`src/rtl/mod_n_pkg.sv`:
```
// mod_n_pkg
// Shared definitions for the streaming modulo-N checker:
//   - clog2()     : constant ceil(log2(v)) helper used to size the remainder
//   - *_MIN/*_MAX : legal parameter ranges, checked at elaboration by the top
//   - next_rem()  : one remainder step, (r * 2^in_w + chunk) mod divisor,
//                   built from per-bit shift/conditional-subtract (no divider)
package mod_n_pkg;

  localparam int DIVISOR_MIN = 2;
  localparam int DIVISOR_MAX = 255;
  localparam int IN_W_MIN    = 1;
  localparam int IN_W_MAX    = 8;

  function automatic int clog2(input int v);
    int res;
    res = 0;
    for (int i = 0; i < 31; i++) begin
      if ((1 << i) < v) res = i + 1;
    end
    return res;
  endfunction

  // Consumes the chunk MSB first. Because the running value is always below
  // divisor (<= 255) before each shift, 2*acc+1 fits in 9 bits and a single
  // conditional subtract restores it to 0..divisor-1.
  function automatic logic [7:0] next_rem(input logic [7:0] r,
                                          input logic [7:0] chunk,
                                          input int         divisor,
                                          input int         in_w);
    logic [8:0] acc;
    acc = {1'b0, r};
    for (int i = 7; i >= 0; i--) begin
      if (i < in_w) begin
        acc = {acc[7:0], chunk[i]};
        if (acc >= 9'(divisor)) acc = acc - 9'(divisor);
      end
    end
    return acc[7:0];
  endfunction

endpackage

```
`src/rtl/mod_n_step.sv`:
```
// mod_n_step
// Combinational remainder step for the stream checker.
// Ports:
//   r_in   : current remainder (0..DIVISOR-1)
//   start  : when high the chunk begins a new number (base remainder 0)
//   chunk  : IN_W-bit slice of the number, MSB first
//   r_out  : (base * 2^IN_W + chunk) mod DIVISOR
module mod_n_step
  import mod_n_pkg::*;
#(
  parameter int DIVISOR = 5,
  parameter int IN_W    = 1,
  localparam int REM_W  = clog2(DIVISOR)
) (
  input  logic [REM_W-1:0] r_in,
  input  logic             start,
  input  logic [IN_W-1:0]  chunk,
  output logic [REM_W-1:0] r_out
);

  logic [7:0] base;
  logic [7:0] chunk_ext;

  always_comb begin
    base      = start ? 8'd0 : 8'(r_in);
    chunk_ext = 8'(chunk);
    r_out     = REM_W'(next_rem(base, chunk_ext, DIVISOR, IN_W));
  end

endmodule

```
`config.mk`:
```
export PLATFORM = sky130hd
export DESIGN_NAME = mod_n_step
export DESIGN_NICKNAME = d
export VERILOG_FILES = /design/src/rtl/mod_n_pkg.sv /design/src/rtl/mod_n_step.sv
export SDC_FILE = /design/constraint.sdc
export NUM_CORES = 1
export LEC_CHECK = 0
export CORE_AREA = 4 4 41 43
export DETAILED_ROUTE_END_ITERATION = 8
export DIE_AREA = 0 0 45 47
export PLACE_DENSITY_LB_ADDON = 0.25
export SLEW_MARGIN = 20
export SYNTH_ARGS = -nofsm -noshare
export SYNTH_HDL_FRONTEND = slang
export SYNTH_SLANG_ARGS = --single-unit
```
`constraint.sdc`:
```
create_clock -name vclk -period 3.6
set_input_delay 0.72 -clock vclk [all_inputs]
set_output_delay 0.72 -clock vclk [all_outputs]
set_load 0.02 [all_outputs]
```
# Yosys cells after proc, flatten, opt, wreduce, memory -nomap -nowiden

Cells that the tools add are included.

Add/sub/neg operators: 1
Magnitude comparators: 1
Muxes and demuxes: 2

Operator list:

| operator            | number |
|---|---|
| $mux 3              | 2 |
| $ge 4x3->1 const B  | 1 |
| $sub 3x3->3 const B | 1 |

Register bits after elaboration: 0
Input bits: 5
Output and inout bits: 3

# Depth between registers and ports, before layout

Gate-level depths: netlist of the first run.

Word-level depth: 3
Depth in mapped cells: 5
Depth with buffers taken out: 5

# Worst setup path after synthesis of the first run

No wires, ideal clock.

Kind: in2out
Start point: input port start
End point: output port r_out[1]
Data arrival time: 1.802 ns
Data required time: 2.880 ns
Setup slack: 1.078 ns
Stages on the path: 5
Buffers on the path: 0
Path through: nand2b_1 > ha_1 > nand2b_1 > a21oi_1 > mux2i_1

Cells in the longest elaborated chain, start to end: 3
Elaborated cells on any way between the ends: 4
Classes of those cells: add/sub: 1; order compare: 1; mux: 2

Ends and longest elaborated chain:

| what                                      | RTL line         | source |
|---|---|---|
| from (decl)                               | mod_n_step.sv:16 | `input logic start,` |
| $mux 3 (*)                                | mod_n_step.sv:25 | `base = start ? 8'd0 : 8'(r_in);` |
| $ge 4x3->1 or $sub 3x3->3 (tied branches) | mod_n_pkg.sv:35  | `if (acc >= 9'(divisor)) acc = acc - 9'(divisor);` |
| $mux 3 (*)                                | mod_n_pkg.sv:35  |  |
| to (decl)                                 | mod_n_step.sv:18 | `output logic [REM_W-1:0] r_out` |

Every way passes the cells marked *; elsewhere a longest branch is shown, timed or not.

# Final worst setup path of the first run

Start point: input port start
End point: output port r_out[0]

Cells in the longest elaborated chain, start to end: 3

Ends and longest elaborated chain:

| what       | RTL line |
|---|---|
| $mux 3     | mod_n_step.sv:25 |
| $ge 4x3->1 | mod_n_pkg.sv:35 |
| $mux 3     | mod_n_pkg.sv:35 |

No other way between the ends.

==> results of run 1 <==
[final timing paths]
kind,endpoint,slack (ns),cells past startpoint
max,r_out[0],0.27,7
min,r_out[1],2.25,4
[cells by family (layout without fill, tap and decap cells)]
| group | Yosys count | after routing | share of synthesized area (%) |
|---|---|---|---|
| adder cells (fa/ha/maj) | 2 | 2 | 24.39 |
| buffers and inverters | 1 | 9 | 3.655 |
| multiplexers | 1 | 1 | 9.756 |
| AND/OR/NAND/NOR | 6 | 6 | 29.27 |
| XOR/XNOR | 1 | 1 | 8.538 |
| AO/OA/AOI/OAI | 4 | 4 | 24.39 |
[metal layers]
layer	GRT usage, %	routed length (um)	vias up
li1	-	-	66
met1	5.393	174	48
met2	4.802	79	8
met3	0	28	0
met4	0	0	0
met5	0	0	-
[synth_stat cells, drive strengths merged]
library cell,count
inv,1
a21oi,2
nor2,1
o21ba,1
ha,2
or2,1
xnor2,1
nand2,2
o21ai,1
mux2i,1
nand2b,2
[stage by stage]
step / hold slack (ns) / power (W)
floorplan: 1.517 / 0.00001242
global placement: 2.534 / 0.00002605
detailed placement: 2.538 / 0.00002680
CTS: 2.544 / 0.00002700
global route: 2.321 / 0.00002930
finish: 2.245 / 0.00002629
[report_power, final]
group	switching, W	internal, W
sequential	0	0
clock	0	0
combinational	0.0000116	0.0000147
total	0.0000116	0.0000147
[layout make-up]
| class | instances | area [um2] | area share, % |
|---|---|---|---|
| Multi-Input combinational cell | 14 | 98.84 | 48.47 |
| Timing Repair Buffer | 8 | 82.58 | 40.49 |
| Tap cell | 15 | 18.77 | 9.202 |
| Inverter | 1 | 3.754 | 1.840 |
[repair_timing]
action                                  in CTS  in global routing
endpoints found under the setup margin       0                  1
resized for setup                            0                  1
endpoints found under the hold margin        0                  0
==> impl_metrics.ini, run 1 <==
[status]
status = finished clean

[power_and_ir_drop]
power_per_cell_area_nw_per_um2 = 128.9
p_leak_nw = 0.09370
irDropWorstVdd_mv = 0.04831

[route]
drt_iter0_markers = 1
wl_um = 282
dr.pass1.iters = 4
dr_total_vias = 122
wl_per_cell_um = 7.421
ant_nets = 0
post_drt_via_cell_ratio = 3.211
drc = 0

[worst_setup_path]
crit_family = buffers and inverters
max_stage_delay_ns = 0.61
arrival_ns = 2.61
crit_start = start
cp_slowest_cell = clkdlybuf4s50_1
setup.worst_path.class = in2out
critPathBufInv = 2
critPathLaunchType = input port
worstPathMaxFanout = 4
required_ns = 2.88
crit_path_end_kind = output pin
path_cells = clkdlybuf4s50_1 > nand2b_1 > ha_1 > nand2b_1 > o21ai_1 > xnor2_1 > clkdlybuf4s50_1

[global_routing]
overflow = 0
grt_usage_pct = 3.226
grt_pass1_wl_um = 538
grt_max_degree = 5
grt_pass1_vias = 134
antenna_found_initial = 0

[layout]
final_area_um2 = 203.9
final_util_pct = 15.67
fillers = 152
clockBufferCount = 0
area_delta_synth_final_pct = 98.78
layout_commonest_cell = clkdlybuf4s50_1
stdcell_count = 38
antenna_cells = 0
layout_common_cells = clkdlybuf4s50_1 (7), nand2b_1 (2), a21oi_1 (2), nand2_1 (2), ha_1 (2)
register_area_um2 = 0
nets = 32
seq_cells = 0
layout-drive-gt1-share_pct = 0

[min_path]
hold_path.class = in2out
holdCritStartpoint = r_in[0]

[floorplan]
die-area_um2 = 2115
rows = 13
fp.dieH_um = 47
num_io_pins = 8
start_util_pct = 7.885
coreArea_um2 = 1301
die_w_um = 45

[sta]
rsz0062_at_grt = no
hold_violations = 0
clock.fmax_mhz = 300.5
finalMaxSlewViolations = 0
slew_headroom_pct = 85.05
setup_viol = 0
tightestPinTransition_ns = 0.2239
tns_ns = 0
finalCritPeriodShare_pct = 92.44
post-route-min-period_ns = 3.328
fin_ws_ns = 0.2723

[cts]
post-cts-setup-buffer-count = 0
cts_hold_buffers = 0

[synth]
syn_area_per_cell_um2 = 6.840
synth_top_area_share_pct = 24.39
ys_types = 11
synth_top_area_cell = ha_1
yosys_warnings = 0
syn_inst = 15
syn_area_um2 = 102.6
yosysSeqAreaShare_pct = 0
syn_nets = 22
synth.area.top_cells = ha_1 (24%), nand2b_1 (12%), a21oi_1 (9.8%)

[place]
place_area_um2 = 201.4
place_ws_ns = 0.1344
place_inst = 38
numPortBuffers = 8
place.gp.congestion = 0.5852
post-dp-hpwl_um = 249.6

[flow_run]
cap_violations = 0
Note: power is estimated with default switching activity, not from simulation.
==> run 2: changes to the inputs <==
--- a/config.mk
+++ b/config.mk
@@ -8,7 +8,6 @@
 export CORE_AREA = 4 4 41 43
 export DETAILED_ROUTE_END_ITERATION = 8
 export DIE_AREA = 0 0 45 47
-export PLACE_DENSITY_LB_ADDON = 0.25
 export SLEW_MARGIN = 20
 export SYNTH_ARGS = -nofsm -noshare
 export SYNTH_HDL_FRONTEND = slang
==> impl_metrics.ini, run 2 (same netlist as run 1, synthesis figures left out) <==
[worst_setup_path]
setup.worst_path.class = in2out
crit_path_end_kind = output pin
cp_slowest_cell = clkdlybuf4s50_1
required_ns = 2.88
critPathBufInv = 2
max_stage_delay_ns = 0.63
worstPathMaxFanout = 4
crit_start = start
arrival_ns = 2.72
critPathLaunchType = input port
crit_family = buffers and inverters
path_cells = clkdlybuf4s50_1 > nand2b_1 > ha_1 > nand2b_1 > a21oi_1 > mux2i_1 > clkdlybuf4s50_1

[floorplan]
num_io_pins = 8
die-area_um2 = 2115
fp.dieH_um = 47
start_util_pct = 7.885
rows = 13
coreArea_um2 = 1301
die_w_um = 45

[global_routing]
overflow = 0
grt_pass1_wl_um = 372
antenna_found_initial = 0
grt_usage_pct = 2.203
grt_pass1_vias = 85
grt_max_degree = 5

[sta]
rsz0062_at_grt = no
holdWs_ns = 2.543
post-route-min-period_ns = 3.444
setup_viol = 0
clock.fmax_mhz = 290.4
hold_violations = 0
fin_ws_ns = 0.1564
finalMaxSlewViolations = 0
finalCritPeriodShare_pct = 95.66
slew_headroom_pct = 85.61
tns_ns = 0
tightestPinTransition_ns = 0.2152

[route]
dr_total_vias = 113
ant_nets = 0
drt_iter0_markers = 0
wl_um = 250
wl_per_cell_um = 6.579
dr.pass1.iters = 1
post_drt_via_cell_ratio = 2.974
drc = 0

[power_and_ir_drop]
irDropWorstVdd_mv = 0.05679
power_per_cell_area_nw_per_um2 = 130.7
p_leak_nw = 0.07975

[place]
place_inst = 38
numPortBuffers = 8
place_ws_ns = 0.1523
place.gp.congestion = 0.6364

[layout]
layout_common_cells = clkdlybuf4s50_1 (8), nand2b_1 (2), a21oi_1 (2), nand2_1 (2), ha_1 (2)
area_delta_synth_final_pct = 96.34
seq_cells = 0
clockBufferCount = 0
antenna_cells = 0
layout-drive-gt1-share_pct = 0
layout_commonest_cell = clkdlybuf4s50_1
register_area_um2 = 0
nets = 32
stdcell_count = 38

[status]
status = finished clean

[min_path]
holdCritStartpoint = start
hold_path.class = in2out

[flow_run]
cap_violations = 0

[cts]
post-cts-setup-buffer-count = 0
ctsResizeCount = 0
cts_hold_buffers = 0
## run 2: where the power goes
group          leakage, nW  switching, W  internal [W]
sequential               0             0             0
combinational       0.0797     0.0000116     0.0000148
clock                    0             0             0
## run 2: area by class of cell
| type | count | area, um2 |
|---|---|---|
| fill | 153 | 1100 |
| inverter | 1 | 3.754 |
| multi-input combinational | 14 | 98.84 |
| tap | 15 | 18.77 |
| timing repair buffer | 8 | 80.08 |
## run 2: path summary, 6_finish.rpt
kind / end / slack, ns / depth (start not counted)
hold / removal: r_out[2] / 2.54 / 3
setup / recovery: r_out[1] / 0.16 / 7
## run 2: per-layer routing
metal / GRT usage, % / vias up / part of all wire (%)
met1: 4.719 / 38 / 61
met2: 1.695 / 8 / 21
met4: 0 / 0 / 0
met5: 0 / - / 0
met3: 0.3831 / 0 / 18
li1: - / 67 / -
## run 2: stage by stage
step	total power [W]	instance area [um2]	utilization, %
after detailed placement	0.00002653	201.4	15.48
final	0.00002633	201.4	15.48
after CTS	0.00002668	201.4	15.48
after floorplan	0.00001242	102.6	-
after global routing	0.00002892	201.4	15.48
after global placement	0.00002611	201.4	15.48
==> run 3: changes to the inputs <==
--- a/config.mk
+++ b/config.mk
@@ -5,6 +5,7 @@
 export SDC_FILE = /design/constraint.sdc
 export NUM_CORES = 1
 export LEC_CHECK = 0
+export ABC_CLOCK_PERIOD_IN_PS = 3600
 export CORE_AREA = 4 4 41 43
 export DETAILED_ROUTE_END_ITERATION = 8
 export DIE_AREA = 0 0 45 47
==> results of run 3 <==
The final DEF is identical to that of run 2; final timing and power are the same.
